==> src/rtl/bram_stream_reader.sv <==
// Streams a burst of 32-bit words from a block RAM read port into a valid/ready stream.
// Optional macro BRAM_READER_LOOP_EN adds a loop input for repeating passes until stopped.
module bram_stream_reader #(
   parameter int MEM_ADDR_WIDTH = 13
) (
   input  logic                      clk,
   input  logic                      rst,
   input  logic                      start,
   input  logic                      stop,
   input  logic [MEM_ADDR_WIDTH-1:0] baseAddr,
   input  logic [MEM_ADDR_WIDTH:0]   length,
`ifdef BRAM_READER_LOOP_EN
   input  logic                      loop,
`endif
   output logic [MEM_ADDR_WIDTH-1:0] memAddr,
   output logic                      memRdEn,
   input  logic [31:0]               memData,
   output logic [31:0]               outData,
   output logic                      outValid,
   input  logic                      outReady,
   output logic                      outLast,
   output logic                      busy,
   output logic                      done
);

   typedef enum logic [1:0] {IDLE, RUN, DRAIN} stateT;

   localparam logic [MEM_ADDR_WIDTH-1:0] ONE_ADDR = 1;
   localparam logic [MEM_ADDR_WIDTH:0]   ONE_LEN  = 1;

   stateT                     stateReg;
   logic [MEM_ADDR_WIDTH-1:0] addrReg;
   logic [MEM_ADDR_WIDTH:0]   remainReg;
   logic                      inFlightReg;
   logic                      inFlightLastReg;
   logic                      doneReg;
   logic [31:0]               fifoData [2];
   logic                      fifoLast [2];
   logic                      rdPtrReg;
   logic                      wrPtrReg;
   logic [1:0]                countReg;

   logic       fifoHasData;
   logic       pop;
   logic       push;
   logic       fifoPop;
   logic       lastIssue;
   logic       accept;
   logic       loopActive;
   logic [2:0] occ;

   // The head of the stream is the oldest FIFO entry, or the word landing from RAM this cycle.
   assign fifoHasData = (countReg != 2'd0);
   assign outValid    = fifoHasData | inFlightReg;
   assign outData     = fifoHasData ? fifoData[rdPtrReg] : (inFlightReg ? memData : 32'd0);
   assign outLast     = fifoHasData ? fifoLast[rdPtrReg] : (inFlightReg & inFlightLastReg);
   assign pop         = outValid & outReady;
   assign push        = inFlightReg & ~(pop & ~fifoHasData);
   assign fifoPop     = pop & fifoHasData;

   assign occ       = {1'b0, countReg} + {2'b00, inFlightReg} - {2'b00, pop};
   assign memRdEn   = (stateReg == RUN) && (occ < 3'd2);
   assign lastIssue = memRdEn && (remainReg == ONE_LEN);
   assign accept    = (stateReg == IDLE) && start && !stop;

   assign memAddr = addrReg;
   assign busy    = (stateReg != IDLE);
   assign done    = doneReg;

`ifdef BRAM_READER_LOOP_EN
   logic                      loopReg;
   logic [MEM_ADDR_WIDTH-1:0] baseReg;
   logic [MEM_ADDR_WIDTH:0]   lengthReg;

   always_ff @(posedge clk) begin
      if (rst) begin
         loopReg   <= 1'b0;
         baseReg   <= '0;
         lengthReg <= '0;
      end else if (accept) begin
         loopReg   <= loop;
         baseReg   <= baseAddr;
         lengthReg <= length;
      end
   end

   assign loopActive = loopReg;
`else
   assign loopActive = 1'b0;
`endif

   always_ff @(posedge clk) begin
      if (push) begin
         fifoData[wrPtrReg] <= memData;
         fifoLast[wrPtrReg] <= inFlightLastReg;
      end
   end

   always_ff @(posedge clk) begin
      if (rst) begin
         stateReg        <= IDLE;
         addrReg         <= '0;
         remainReg       <= '0;
         inFlightReg     <= 1'b0;
         inFlightLastReg <= 1'b0;
         doneReg         <= 1'b0;
         rdPtrReg        <= 1'b0;
         wrPtrReg        <= 1'b0;
         countReg        <= 2'd0;
      end else begin
         doneReg         <= 1'b0;
         inFlightReg     <= memRdEn;
         inFlightLastReg <= lastIssue;

         if (memRdEn) begin
            addrReg   <= addrReg + ONE_ADDR;
            remainReg <= remainReg - ONE_LEN;
`ifdef BRAM_READER_LOOP_EN
            if (lastIssue && loopReg) begin
               addrReg   <= baseReg;
               remainReg <= lengthReg;
            end
`endif
         end

         if (push)    wrPtrReg <= ~wrPtrReg;
         if (fifoPop) rdPtrReg <= ~rdPtrReg;
         case ({push, fifoPop})
            2'b10:   countReg <= countReg + 2'd1;
            2'b01:   countReg <= countReg - 2'd1;
            default: countReg <= countReg;
         endcase

         case (stateReg)
            IDLE: begin
               if (accept) begin
                  if (length == '0) begin
                     doneReg <= 1'b1;
                  end else begin
                     stateReg  <= RUN;
                     addrReg   <= baseAddr;
                     remainReg <= length;
                  end
               end
            end
            RUN, DRAIN: begin
               if (stop) begin
                  // Abort: everything buffered or still arriving from RAM is dropped.
                  stateReg    <= IDLE;
                  inFlightReg <= 1'b0;
                  rdPtrReg    <= 1'b0;
                  wrPtrReg    <= 1'b0;
                  countReg    <= 2'd0;
               end else if (stateReg == RUN) begin
                  if (lastIssue && !loopActive) stateReg <= DRAIN;
               end else if (pop && outLast) begin
                  stateReg <= IDLE;
                  doneReg  <= 1'b1;
               end
            end
            default: stateReg <= IDLE;
         endcase
      end
   end

endmodule

==> config.mk <==
export PLATFORM = sky130hd
export DESIGN_NAME = bram_stream_reader
export DESIGN_NICKNAME = d
export VERILOG_FILES = /design/src/rtl/bram_stream_reader.sv
export SDC_FILE = /design/constraint.sdc
export NUM_CORES = 1
export LEC_CHECK = 0
export BUFFER_PORTS_ARGS = -buffer_cell sky130_fd_sc_hd__buf_2
export CORE_MARGIN = 10
export CORE_UTILIZATION = 60
export CTS_BUF_LIST = sky130_fd_sc_hd__clkbuf_8
export CTS_CLUSTER_SIZE = 28
export DETAILED_ROUTE_END_ITERATION = 6
export GPL_TIMING_DRIVEN = 0
export PLACE_DENSITY = 0.88
export SLEW_MARGIN = 20
export SYNTH_ARGS = -nofsm -noshare
export SYNTH_HDL_FRONTEND = slang
export SYNTH_SLANG_ARGS = --single-unit
==> constraint.sdc <==
create_clock -name clk -period 8.2 [get_ports clk]
set_clock_uncertainty 0.15 [all_clocks]
set_input_delay 1.23 -clock clk [delete_from_list [all_inputs] [get_ports clk]]
set_output_delay 1.23 -clock clk [all_outputs]
set_load 0.05 [all_outputs]
### Word-level counts from Yosys, hierarchy flattened

Memories as Yosys holds them, arrays and structs flattened. A register that Yosys moved wholly into a read port is not among the register bits.
Index checks and enable logic that the tools add are counted.

* add/subtract/negate cells: 6
* $lt $le $gt $ge: 1
* equal/unequal tests: 9
* multiplexer cells: 39
* bitwise operators: 10
* reduce and logical (&&, ||, !) cells: 12

Operators with widths (count)
* $mux 32: 2
* $mux 14: 4
* $mux 13: 4
* $mux 1: 18
* $mux 2: 8
* $eq 14x1->1 const B: 1
* $logic_not 14->1: 1
* $sub 14x1->14 const B: 1
* $add 13x1->13 const B: 1
* $ne 4x4->1 const B: 2
* $pmux 2 s2: 2
* $and 1x1->1: 5
* $logic_and 1x1->1: 5
* $eq 2x1->1 const B: 2
* $eq 2x2->1 const B: 2
* $ne 2x2->1 const B: 2
* $not 1->1: 4
* $reduce_and 4->1: 1
* $reduce_bool 2->1: 2
* $add 2x1->3: 1
* $lt 3x2->1 const B: 1
* $sub 3x1->3: 1
* $add 2x1->2 const B: 1
* $logic_not 2->1: 1
* other kinds (5): 5

* register bits: 36
* bits in writable memories: 66
* bits of input ports: 64
* output and inout port bits: 50
* word-level logic and storage cells: 88
* memories kept: 2

Memories
* fifoData: words 2, bits a word 32, read ports 1, clocked after memory_dff 1, wr ports 1, line 37 `logic [31:0] fifoData [2];`
* fifoLast: words 2, bits a word 1, read ports 1, clocked after memory_dff 1, wr ports 1, line 38 `logic fifoLast [2];`

### Longest topological paths before layout

* depth in word-level cells: 11
* mapped depth: 13
* mapped depth without buffers: 11

### Worst setup path after synthesis

Ideal clock, no wire load.

* kind: input to output
* start point: in outReady
* end point: out memRdEn
* arrival: 2938 ps
* data required time: 6820 ps
* slack: 3882 ps
* cell stages on the path: 8
* buffers on the path: 1
* path through: and2_1 ha_1 nand2b_1 fa_1 xnor2_2 nand2_1 inv_2 buf_2

* cells in the longest elaborated chain, start to end: 4

Ends and longest elaborated chain
* start: declaration: line 20 `input logic outReady,`
* $and 1x1->1: line 57 `assign pop = outValid & outReady;`
* $sub 3x1->3: line 61 `assign occ = {1'b0, countReg} + {2'b00, inFlightReg} - {2'b00, pop};`
* $lt 3x2->1: line 62 `assign memRdEn = (stateReg == RUN) && (occ < 3'd2);`
* $logic_and 1x1->1: line 62
* end: declaration: line 16 `output logic memRdEn,`

Every way passes these cells.

### Final worst setup path

Ends and elaborated chain as after synthesis.

==> results by group <==
Run status
  – Status: finished, final reports clean

Detailed routing
  – Number of iterations in the first detailed-routing pass: 4
  – Drt wl/cell: 17.9 µm
  – Drt via density: 5.82
  – M1 WL: 4780 µm
  – Antenna Nets Post-Route: 0
  – Routed WL: 11700 µm
  – Vias: 3807
  – Drt drc: 0
  – WL met2: 5830 µm
  – Met3 routed WL: 989 µm
  – Uppermost layer routed: met4
  – 1st-iter DRT viols: 203

Floorplanning
  – Die width: 110 µm
  – Total I/O pin count: 114
  – Initial Util: 62.2%
  – Core area: 0.00777 mm²
  – Die area: 0.0120 mm²
  – Die Y: 110 µm
  – Rows: 32

Logic synthesis
  – Area leader, netlist: edfxtp_1
  – Yosys cell types: 50
  – Cells after Synth: 422
  – Post-synthesis simple-gate area fraction: 14.4%
  – Syn Nets: 498
  – Main synth FF type: edfxtp_1
  – Synth top area share: 41.0%
  – Post-synth top cells: edfxtp_1 (66), nand3_1 (41), nor2_1 (38), dfxtp_1 (36), mux2i_1 (34)
  – Synth Area in Compound Gates: 10.7%
  – Mux contribution to synthesized area: 7.04%
  – #FFs+latches synth: 102
  – Top-count cell post-synth: edfxtp_1
  – Adder-Cell Fraction of Synth Area: 3.26%
  – Synth async-reset ratio: 0%
  – Yosys warnings: 0
  – Seq/Total Area, Yosys: 55.9%
  – Cell area after synthesis: 0.00483 mm²
  – Avg Inst Size Synth: 11.5 µm²
  – Largest family of logic cells by synthesized area: simple AND/OR/NAND/NOR gates
  – Post-synth EDFFs: 66
  – XOR/XNOR Fraction of Synth Area: 5.41%
  – Largest cells by area after synthesis: edfxtp_1 (41%), dfxtp_1 (15%), mux2i_1 (7.0%)

Worst setup path
  – RR Endpoint: remainReg[8]
  – Crit path capture: memRdEn
  – CP startpoint kind: primary input
  – Crit Path Class: primary input to primary output
  – Reg2reg path depth: 11
  – Launching point of the worst reg2reg path: inFlightReg
  – Critical path fanouts, max: 10
  – WP data required: 6820 ps
  – Reg-to-reg slack, setup: 4530 ps
  – CP endpoint kind: primary output
  – Worst Setup SP: outReady
  – Critical Path AT: 3480 ps

Global routing
  – First-pass GRT wire length: 18900 µm
  – GRT Resource Usage Total: 19.5%
  – Grt ovf: 0
  – Largest net degree at the start of global routing: 30
  – Initial antenna violation count: 0
  – Number of global-route vias before repair: 3878

Pwr
  – Overall power: 0.00177 W
  – Pwr Density: 307 mW/mm²
  – Leakage: 2.13 nW
  – Sequential share of power: 37.6%
  – Switch Pwr: 0.000805 W
  – Clock Power Share: 17.1%
  – Comb power frac: 45.3%
  – Internal power: 0.000964 W
  – Worst vdd ir: 0.000188 V
  – Switch share: 45.5%

STA
  – Final min period: 4860 ps
  – Final setup fails: 0
  – Achievable Freq: 206 MHz
  – Final period util: 59.3%
  – Worst-Margin Slew: 787 ps
  – Slew Limit Fails: 0
  – RSZ-0062 raised after global routing: false
  – Setup TNS: 0 ps
  – Hold Vio Cnt, Final: 0
  – Relative slew slack: 47.5%

Clock network
  – CTS root buf: clkbuf_8
  – CTS resizes: 0
  – Postcts setup bufs: 0
  – Worst-Skew Late Latency: 360 ps
  – Num CTS Buffers: 9
  – # H-tree levels: 3
  – Max clock buf depth: 2
  – CTS tree: done
  – Clock-pin slew on the worst setup and hold paths: 100 ps
  – Post-cts hold buffer count: 0
  – CTS sink count: 102

Placement
  – Placed cell areas: 0.00557 mm²
  – Port bufs: 112
  – Routability-driven placement congestion ratio: 0.897
  – Final HPWL DP: 8690 µm
  – DP Cell Count: 638

Layout
  – Finished Core Util: 74.1%
  – Net count, final: 623
  – Fill cells: 540
  – Finished Layout Cells: 654
  – Area growth syn-to-layout: 19.1%
  – Layout cells sized above 1: 28.3%
  – Post-route cell area: 0.00575 mm²
  – ANT cells: 0

Worst hold path
  – Hold Crit Class: register to register
  – Worst Hold Depth: 0

Job
  – Max-cap viol count: 0
-- registers in the layout, indices dropped and copies added (netlist names) --
register / cells
inFlightLastReg: 1
memAddr: 13
rdPtrReg: 1
fifoData: 64
countReg: 2
wrPtrReg: 1
done: 1
remainReg: 14
stateReg: 2
fifoLast: 2
inFlightReg: 1
-- stage by stage --
stage / hold WS [ps] / worst slack [ps]
after detailed placement: 312 / 3370
final: 340 / 3340
after global routing: 355 / 3140
after global placement: 293 / 3390
after floorplan: 277 / 3880
after CTS: 339 / 3350
-- cells by family after synthesis --
kind of cell / Yosys count
muxes: 34
buffers and inverters: 37
xor gates and xnor gates: 29
adders and majority gates: 12
AOI/OAI and AO/OA: 74
DFF: 102
and+or+nand+nor: 134
-- critical path, stage by stage --
cell,delay [ps]
buf_2,120
and2_1,140
ha_1,260
nand2b_1,150
fa_1,420
xnor2_2,370
nand2_1,170
inv_2,80
buf_2,220
buf_2,310
-- placed cells by master (no fill, tap or decap), types with 2 or more instances in the layout --
cell / n
a21o_1: 2
and2_1: 3
ha_1: 9
ha_2: 2
clkbuf_8: 9
nor4_1: 5
clkbuf_1: 17
nand4_1: 7
a211oi_2: 10
o31ai_1: 2
or4_1: 2
xor2_1: 11
a211oi_1: 14
nand2b_1: 3
nand3_1: 41
edfxtp_1: 66
buf_1: 2
a21oi_1: 5
inv_1: 11
inv_8: 2
dfxtp_1: 36
buf_12: 2
inv_6: 2
xnor2_1: 17
clkinvlp_4: 2
buf_2: 115
nand2_1: 10
nor3_1: 7
nand3b_1: 2
mux2i_1: 34
o211ai_1: 2
nor2b_1: 3
buf_4: 2
o21ai_0: 33
or3_1: 3
nor2_1: 38
-- power groups by stage --
stage	Clock [W]	Combinational [W]	Sequential (W)
after detailed placement	0	0.000799	0.000676
after global routing	0.000328	0.000865	0.000675
final	0.000302	0.000801	0.000666
after floorplan	0	0.000563	0.000709
after global placement	0	0.000777	0.000673
after CTS	0.000307	0.000804	0.000665
-- area by class of cell --
type	instances	area (µm²)	share of cell area, %
repair buffers	114	601	10.4
plain buffers	25	113	1.96
clock inverters	7	63.8	1.11
flip-flops and latches	102	2700	47.0
multi-input cells	283	1980	34.4
inverters	12	45.0	0.783
well taps	102	128	2.22
clock buffers	9	124	2.15
-- how the worst min path moves through the flow --
stage | from | end | slack [ps]
floorplan | inFlightLastReg | fifoLast[0] | 280
global placement | inFlightLastReg | fifoLast[0] | 290
detailed placement | inFlightLastReg | fifoLast[0] | 310
CTS | inFlightLastReg | fifoLast[0] | 340
global route | inFlightLastReg | fifoLast[1] | 350
finish | inFlightLastReg | fifoLast[0] | 340
-- layer usage --
layer  global-route usage [%]  vias to the layer above
met3                     5.50                       15
met1                     23.8                     1839
met4                     5.02                        0
met5                        0                        -
met2                     33.4                      150
li1                         -                     1803
No activity file was read; power rests on OpenSTA's default activity.
